===== src/rtl/pc_stack.sv =====
// Program counter with a LIFO return-address stack for call/ret, plus sticky
// overflow/underflow flags. Commands are resolved by priority: ret > call > load > count.
module pc_stack #(
    parameter int                    ADDR_WIDTH  = 8,
    parameter int                    STACK_DEPTH = 4,
    parameter logic [ADDR_WIDTH-1:0] RESET_ADDR  = '0,
    localparam int                   SPW         = $clog2(STACK_DEPTH + 1)
) (
    input  logic                  clk,
    input  logic                  rst,
    input  logic                  count,
    input  logic                  load,
    input  logic                  call,
    input  logic                  ret,
    input  logic                  clr_err,
    input  logic [ADDR_WIDTH-1:0] addr_in,
    output logic [ADDR_WIDTH-1:0] addr_out,
    output logic [SPW-1:0]        sp,
    output logic                  full,
    output logic                  empty,
    output logic                  overflow,
    output logic                  underflow
);

    localparam int IDXW = $clog2(STACK_DEPTH);

    logic [ADDR_WIDTH-1:0] pc_q, pc_d;
    logic [SPW-1:0]        sp_q, sp_d;
    logic                  ovf_q, ovf_d;
    logic                  unf_q, unf_d;
    logic [ADDR_WIDTH-1:0] stack_q [STACK_DEPTH];

    logic                  push_en;
    logic [ADDR_WIDTH-1:0] pc_inc;
    logic [SPW-1:0]        sp_m1;
    logic [IDXW-1:0]       push_idx;
    logic [IDXW-1:0]       pop_idx;
    logic                  full_w;
    logic                  empty_w;

    assign pc_inc   = pc_q + ADDR_WIDTH'(1);
    assign sp_m1    = sp_q - SPW'(1);
    assign push_idx = sp_q[IDXW-1:0];
    assign pop_idx  = sp_m1[IDXW-1:0];
    assign full_w   = (sp_q == SPW'(STACK_DEPTH));
    assign empty_w  = (sp_q == '0);

    // Clears are applied first so that an error event in the same cycle wins.
    always_comb begin
        pc_d    = pc_q;
        sp_d    = sp_q;
        ovf_d   = ovf_q & ~clr_err;
        unf_d   = unf_q & ~clr_err;
        push_en = 1'b0;
        if (ret) begin
            if (empty_w) begin
                unf_d = 1'b1;
            end else begin
                pc_d = stack_q[pop_idx];
                sp_d = sp_m1;
            end
        end else if (call) begin
            if (full_w) begin
                ovf_d = 1'b1;
            end else begin
                push_en = 1'b1;
                pc_d    = addr_in;
                sp_d    = sp_q + SPW'(1);
            end
        end else if (load) begin
            pc_d = addr_in;
        end else if (count) begin
            pc_d = pc_inc;
        end
    end

    always_ff @(posedge clk or posedge rst) begin
        if (rst) begin
            pc_q  <= RESET_ADDR;
            sp_q  <= '0;
            ovf_q <= 1'b0;
            unf_q <= 1'b0;
            for (int i = 0; i < STACK_DEPTH; i++) begin
                stack_q[i] <= '0;
            end
        end else begin
            pc_q  <= pc_d;
            sp_q  <= sp_d;
            ovf_q <= ovf_d;
            unf_q <= unf_d;
            if (push_en) begin
                stack_q[push_idx] <= pc_inc;
            end
        end
    end

    assign addr_out  = pc_q;
    assign sp        = sp_q;
    assign full      = full_w;
    assign empty     = empty_w;
    assign overflow  = ovf_q;
    assign underflow = unf_q;

endmodule


===== config.mk =====
export PLATFORM = sky130hd
export DESIGN_NAME = pc_stack
export DESIGN_NICKNAME = d
export VERILOG_FILES = /design/src/rtl/pc_stack.sv
export SDC_FILE = /design/constraint.sdc
export NUM_CORES = 1
export LEC_CHECK = 0
export CORE_AREA = 2 2 94 51
export DETAILED_ROUTE_END_ITERATION = 10
export DIE_AREA = 0 0 96 53
export GPL_ROUTABILITY_DRIVEN = 0
export HOLD_SLACK_MARGIN = 0.08
export PLACE_DENSITY = 0.81
export SYNTH_ARGS = -nofsm -noshare
export SYNTH_HDL_FRONTEND = slang
export SYNTH_SLANG_ARGS = --single-unit

===== constraint.sdc =====
create_clock -name clk -period 5 [get_ports clk]
set_input_delay 0.5 -clock clk [delete_from_list [all_inputs] [get_ports clk]]
set_output_delay 0.5 -clock clk [all_outputs]
set_load 0.01 [all_outputs]

# After elaboration in Yosys (flattened, before gate mapping)
# Index checks and enable logic that the tools add are counted.
[op_classes]
bitwise_logic = 5
n_eq_ne = 4
n_addsub = 3
magnitude_cmp = 3
reduce_logical = 6
n_mux = 24
[ops]
columns = ["op", "n"]
rows = [
  ["$mux 8", 9],
  ["$bwmux 32", 1],
  ["$bmux 8 s2", 1],
  ["$demux 8 s2", 1],
  ["$mux 3", 4],
  ["$add 8x1->8 const B", 1],
  ["$mux 1", 8],
  ["$ge 3x3->1 const B", 2],
  ["$not 2->3", 2],
  ["$reduce_and 3->1", 2],
  ["$ne 2x2->1 const B", 2],
  ["$reduce_bool 4->1", 1],
  ["$add 3x1->3 const B", 1],
  ["$eq 3x3->1 const B", 1],
  ["$logic_not 3->1", 1],
  ["$lt 3x1->1 const B", 1],
  ["$ne 3x3->1 const B", 1],
  ["$sub 3x1->3 const B", 1],
  ["$and 1x1->1", 2],
  ["$reduce_bool 2->1", 1],
  ["$logic_and 1x1->1", 1],
  ["$not 1->1", 1],
]
[word_totals]
output_inout_bits = 15
input_bits = 15
register_bits = 45

# Depth between registers and ports, before layout
[depth]
ltp_word = 7
mapped_depth = 9
ltp_nobuf = 6

# Worst setup path after synthesis
# OpenSTA, ideal clock, no wires.
[synth_timing]
kind = "reg-to-reg"
from = "register sp_q[0] (netlist: sp[0])"
to = "register pc_q[1] (netlist: addr_out[1])"
period_less_slack_ps = 2290
path_stages_with_launch = 9
slack_ps = 2710
required_time_ps = 4875
t_arrival_ps = 2165
n_path_buf = 2
cell_sequence = "dfrtp_1 -> buf_2 -> inv_1 -> ha_1 -> buf_2 -> mux4_2 -> nand2_1 -> o21ai_0 -> mux2_4"
[synth_via]
elab_chain_len = 7
[synth_lines]
columns = ["element", "line_no", "source"]
rows = [
  ["from (decl)", "28", "logic [SPW-1:0] sp_q, sp_d;"],
  ["from (signal assigned)", "88", "sp_q <= sp_d;"],
  ["$sub 3x1->3", "42", "assign sp_m1 = sp_q - SPW'(1);"],
  ["$not 2->3 (implied by the code)", "59", "pc_d = stack_q[pop_idx];"],
  ["$bmux 8 s2", "59", ""],
  ["$mux 8 (implied by the code) (2 in series)", "59", ""],
  ["$mux 8", "56", "if (empty_w) begin"],
  ["$mux 8", "55", "if (ret) begin"],
  ["to (signal assigned)", "87", "pc_q <= pc_d;"],
  ["to (decl)", "27", "logic [ADDR_WIDTH-1:0] pc_q, pc_d;"],
]
# Parallel ways exist; a longest one is shown, timed or not. The select of a mux whose other input is x is not followed.
# A chain may end at the register's enable or synchronous reset.

# Worst setup path after layout
[layout_timing]
from = "register sp_q[0] (netlist: sp[0])"
to = "output port empty"
[layout_via]
elab_chain_len = 1
[layout_lines]
columns = ["element", "line_no", "source"]
rows = [
  ["$logic_not 3->1", "46", "assign empty_w = (sp_q == '0);"],
  ["to (decl)", "20", "output logic empty,"],
]
# No other way between the ends.

==> flow_summary.json <==
{
  "die_w_um": 96,
  "cp.arrival_ps": 2250,
  "rsz0062_at_grt": "no",
  "clk_path_buf_depth": 2,
  "p_int_w": 0.00110,
  "placed_area_um2": 2680,
  "grt_start_max_net_pins": 46,
  "grt_use_total": 0.233,
  "drive_above_1_share": 0.216,
  "io_buffers": 29,
  "netlist_area_um2": 2390,
  "drtIter0Drc": 119,
  "dr.pass1.iters": 4,
  "hold_class": "reg -> reg",
  "highest_layer": "met4",
  "rows": 17,
  "routed_wl_mm": 5.21,
  "startpoint": "sp[0]",
  "finalMaxSlewViolations": 0,
  "status": "finished clean",
  "htree_levels": 2,
  "max_freq_ghz": 0.364,
  "drc": 0,
  "vias": 1733,
  "drt-met1-wl_mm": 2.49,
  "worstMarginPinSlew_ps": 917,
  "ir_drop_mv": 0.358,
  "p_switching_w": 0.000682,
  "synth-simple-area-share": 0.100,
  "initial_core_util": 0.565,
  "leakagePower_nw": 1.16,
  "antenna_found_initial": 0,
  "ant_nets": 0,
  "r2r_cells": 6,
  "num-nets-final": 248,
  "synth_compound_area_frac": 0.104,
  "syn_inst": 204,
  "die_area_um2": 5090,
  "grt_pass1_wl_mm": 8.45,
  "reg2reg_from": "sp[0]",
  "setup_tns_ps": 0,
  "hold_start": "stack_q[0]",
  "cp_data_required_time_ps": 4500,
  "path_cells": "inv_1 -> ha_1 -> nor2b_1 -> clkdlybuf4s50_1",
  "clkSinkCount": 45,
  "setup_viol_count_final": 0,
  "clk_latency_ps": 310,
  "total_power_w": 0.00178,
  "cp_slowest_stage_delay_ps": 580,
  "wl_met2_mm": 2.20,
  "skew_ps": 8.06,
  "grt_overflow_total": 0,
  "yosysSeqAreaShare": 0.470,
  "boundaryPins": 30,
  "path_max_fanout": 12,
  "wl_met3_um": 472,
  "cp-end-kind": "output port",
  "p_comb_frac": 0.475,
  "cap_viol_max_count": 0,
  "cts_tree": "yes",
  "swShare": 0.382,
  "synth_top_family_by_area": "multiplexers",
  "n_antenna_cell": 0,
  "slew_headroom": 0.388,
  "routedWlPerCell_um": 18.3,
  "timing_worst_setup_path_type": "reg -> out",
  "synth_edf_count": 0,
  "power_frac_clock": 0.126,
  "synth_adder_area_share": 0.0314,
  "start_kind": "register",
  "vias_per_cell": 6.10,
  "seqPwrFrac": 0.399,
  "cp_slowest_cell": "clkdlybuf4s50_1",
  "synth-main-ff-cell": "dfrtp_1",
  "synth-xor-area-share": 0.0293,
  "cts_setup_buffers": 0,
  "die_height_um": 53,
  "hold_ws_ps": 495,
  "synth_nets": 225,
  "coreArea_um2": 4230,
  "postCtsHoldBufs": 0,
  "whs_path_depth": 2,
  "cts_buffers": 5,
  "cts-resized-gates": 0,
  "path_clk_slew_ps": 80,
  "timing.final.crit_share": 0.550,
  "ys.warnings.count": 0,
  "design_area_um2": 2770,
  "synthMuxAreaShare": 0.222,
  "async_flop_share": 1.00,
  "grt_pass1_vias": 1583,
  "root_buffer": "clkbuf_8",
  "powerDensity_nw_per_um2": 645,
  "ys_ff_latch": 45,
  "fin_crit_ps": 2750,
  "layout-area-overhead-vs-synth_pct": 15.6,
  "hold_viol_final": 0,
  "hpwlAfterDp_mm": 3.69,
  "ys_types": 40,
  "avgSynthCellArea_um2": 11.7
}
path summary, 6_finish.rpt:
path                          endpoint  slack, ps
hold / removal              stack_q[0]        490
max in group asynchronous  addr_out[7]       3720
setup reg to reg           addr_out[1]       2290
hold reg to reg             stack_q[0]        490
min in group asynchronous  stack_q[13]        710
setup / recovery                 empty       2250
cells in the final DEF, fill, tap and decap left out, types with 3 or more instances in the layout:
master           Yosys  layout
xnor2_1              4       4
o21ai_0             13      13
inv_1                8       7
a31oi_1              5       5
a21oi_1              5       5
nor2_1               9       9
xor2_1               4       4
and3_1               3       3
nor2b_1              3       3
nand3_1              7       7
nand2_1             12      12
clkdlybuf4s50_1      0      29
clkbuf_8             0       5
mux4_2               8       8
ha_1                 6       6
mux2_2              28      28
dfrtp_1             45      45
kinds of logic after synthesis:
logic type	Yosys count
AO/OA/AOI/OAI	38
multiplexers	39
XOR/XNOR	8
adder cells (fa/ha/maj)	6
AND/OR/NAND/NOR	47
flip-flops	45
buffers and inverters	21
metrics by stage:
step	setup WS (ps)	std cells	util
floorplan	2710	204	-
global placement	2250	277	0.634
detailed placement	2180	277	0.634
CTS	2240	284	0.654
global route	2070	284	0.654
finish	2250	284	0.654
cells in the mapped netlist (2+ instances only):
library cell / count / share of area
nand4_1: 2 / 0.0052
buf_6: 2 / 0.0094
a21oi_1: 5 / 0.010
inv_1: 8 / 0.013
mux2_2: 28 / 0.13
a311oi_1: 2 / 0.0073
nor3_1: 2 / 0.0042
clkbuf_1: 4 / 0.0063
o21a_1: 2 / 0.0063
nand3_1: 7 / 0.015
o311ai_0: 2 / 0.0073
buf_2: 7 / 0.015
nand2_1: 12 / 0.019
a31oi_1: 5 / 0.013
nor2b_1: 3 / 0.0078
mux2i_1: 2 / 0.0084
and4_1: 2 / 0.0073
xnor2_1: 4 / 0.015
dfrtp_1: 45 / 0.47
ha_1: 6 / 0.031
or2_2: 2 / 0.0052
xor2_1: 4 / 0.015
nor2_1: 9 / 0.014
mux4_2: 8 / 0.075
o21ai_0: 13 / 0.027
and2_1: 2 / 0.0052
and3_1: 3 / 0.0078
routing by layer:
| metal | vias up | track usage |
|---|---|---|
| met5 | - | 0 |
| met4 | 0 | 0.0619 |
| met3 | 8 | 0.0527 |
| met2 | 73 | 0.322 |
| met1 | 867 | 0.365 |
| li1 | 785 | - |
flip-flops by register name, indices dropped and copies added, names as in the netlist:
register / cells
sp: 3
underflow: 1
overflow: 1
addr_out: 8
stack_q: 32
cell type report:
type	instances	area [um2]
Tap cell	57	71.3
Clock inverter	2	16.3
Inverter	8	30.0
Multi-Input combinational cell	138	1160
Fill cell	337	1470
Clock buffer	5	68.8
Timing Repair Buffer	29	290
Sequential cell	45	1130
power groups by stage:
stage	registers (W)	logic, W	clock network [W]
after floorplan	0.000657	0.000615	0
after global placement	0.000706	0.000829	0
after detailed placement	0.000712	0.000848	0
after CTS	0.000707	0.000850	0.000231
after global routing	0.000736	0.000933	0.000244
final	0.000713	0.000848	0.000224
worst max-delay path, delay by kind of cell (launching register included):
kind,cells,cell delay (ps)
adders and majority gates,1,310
and+or+nand+nor,1,270
buffers and inverters,2,800
DFF,1,570
(Power assumes the default switching activity.)
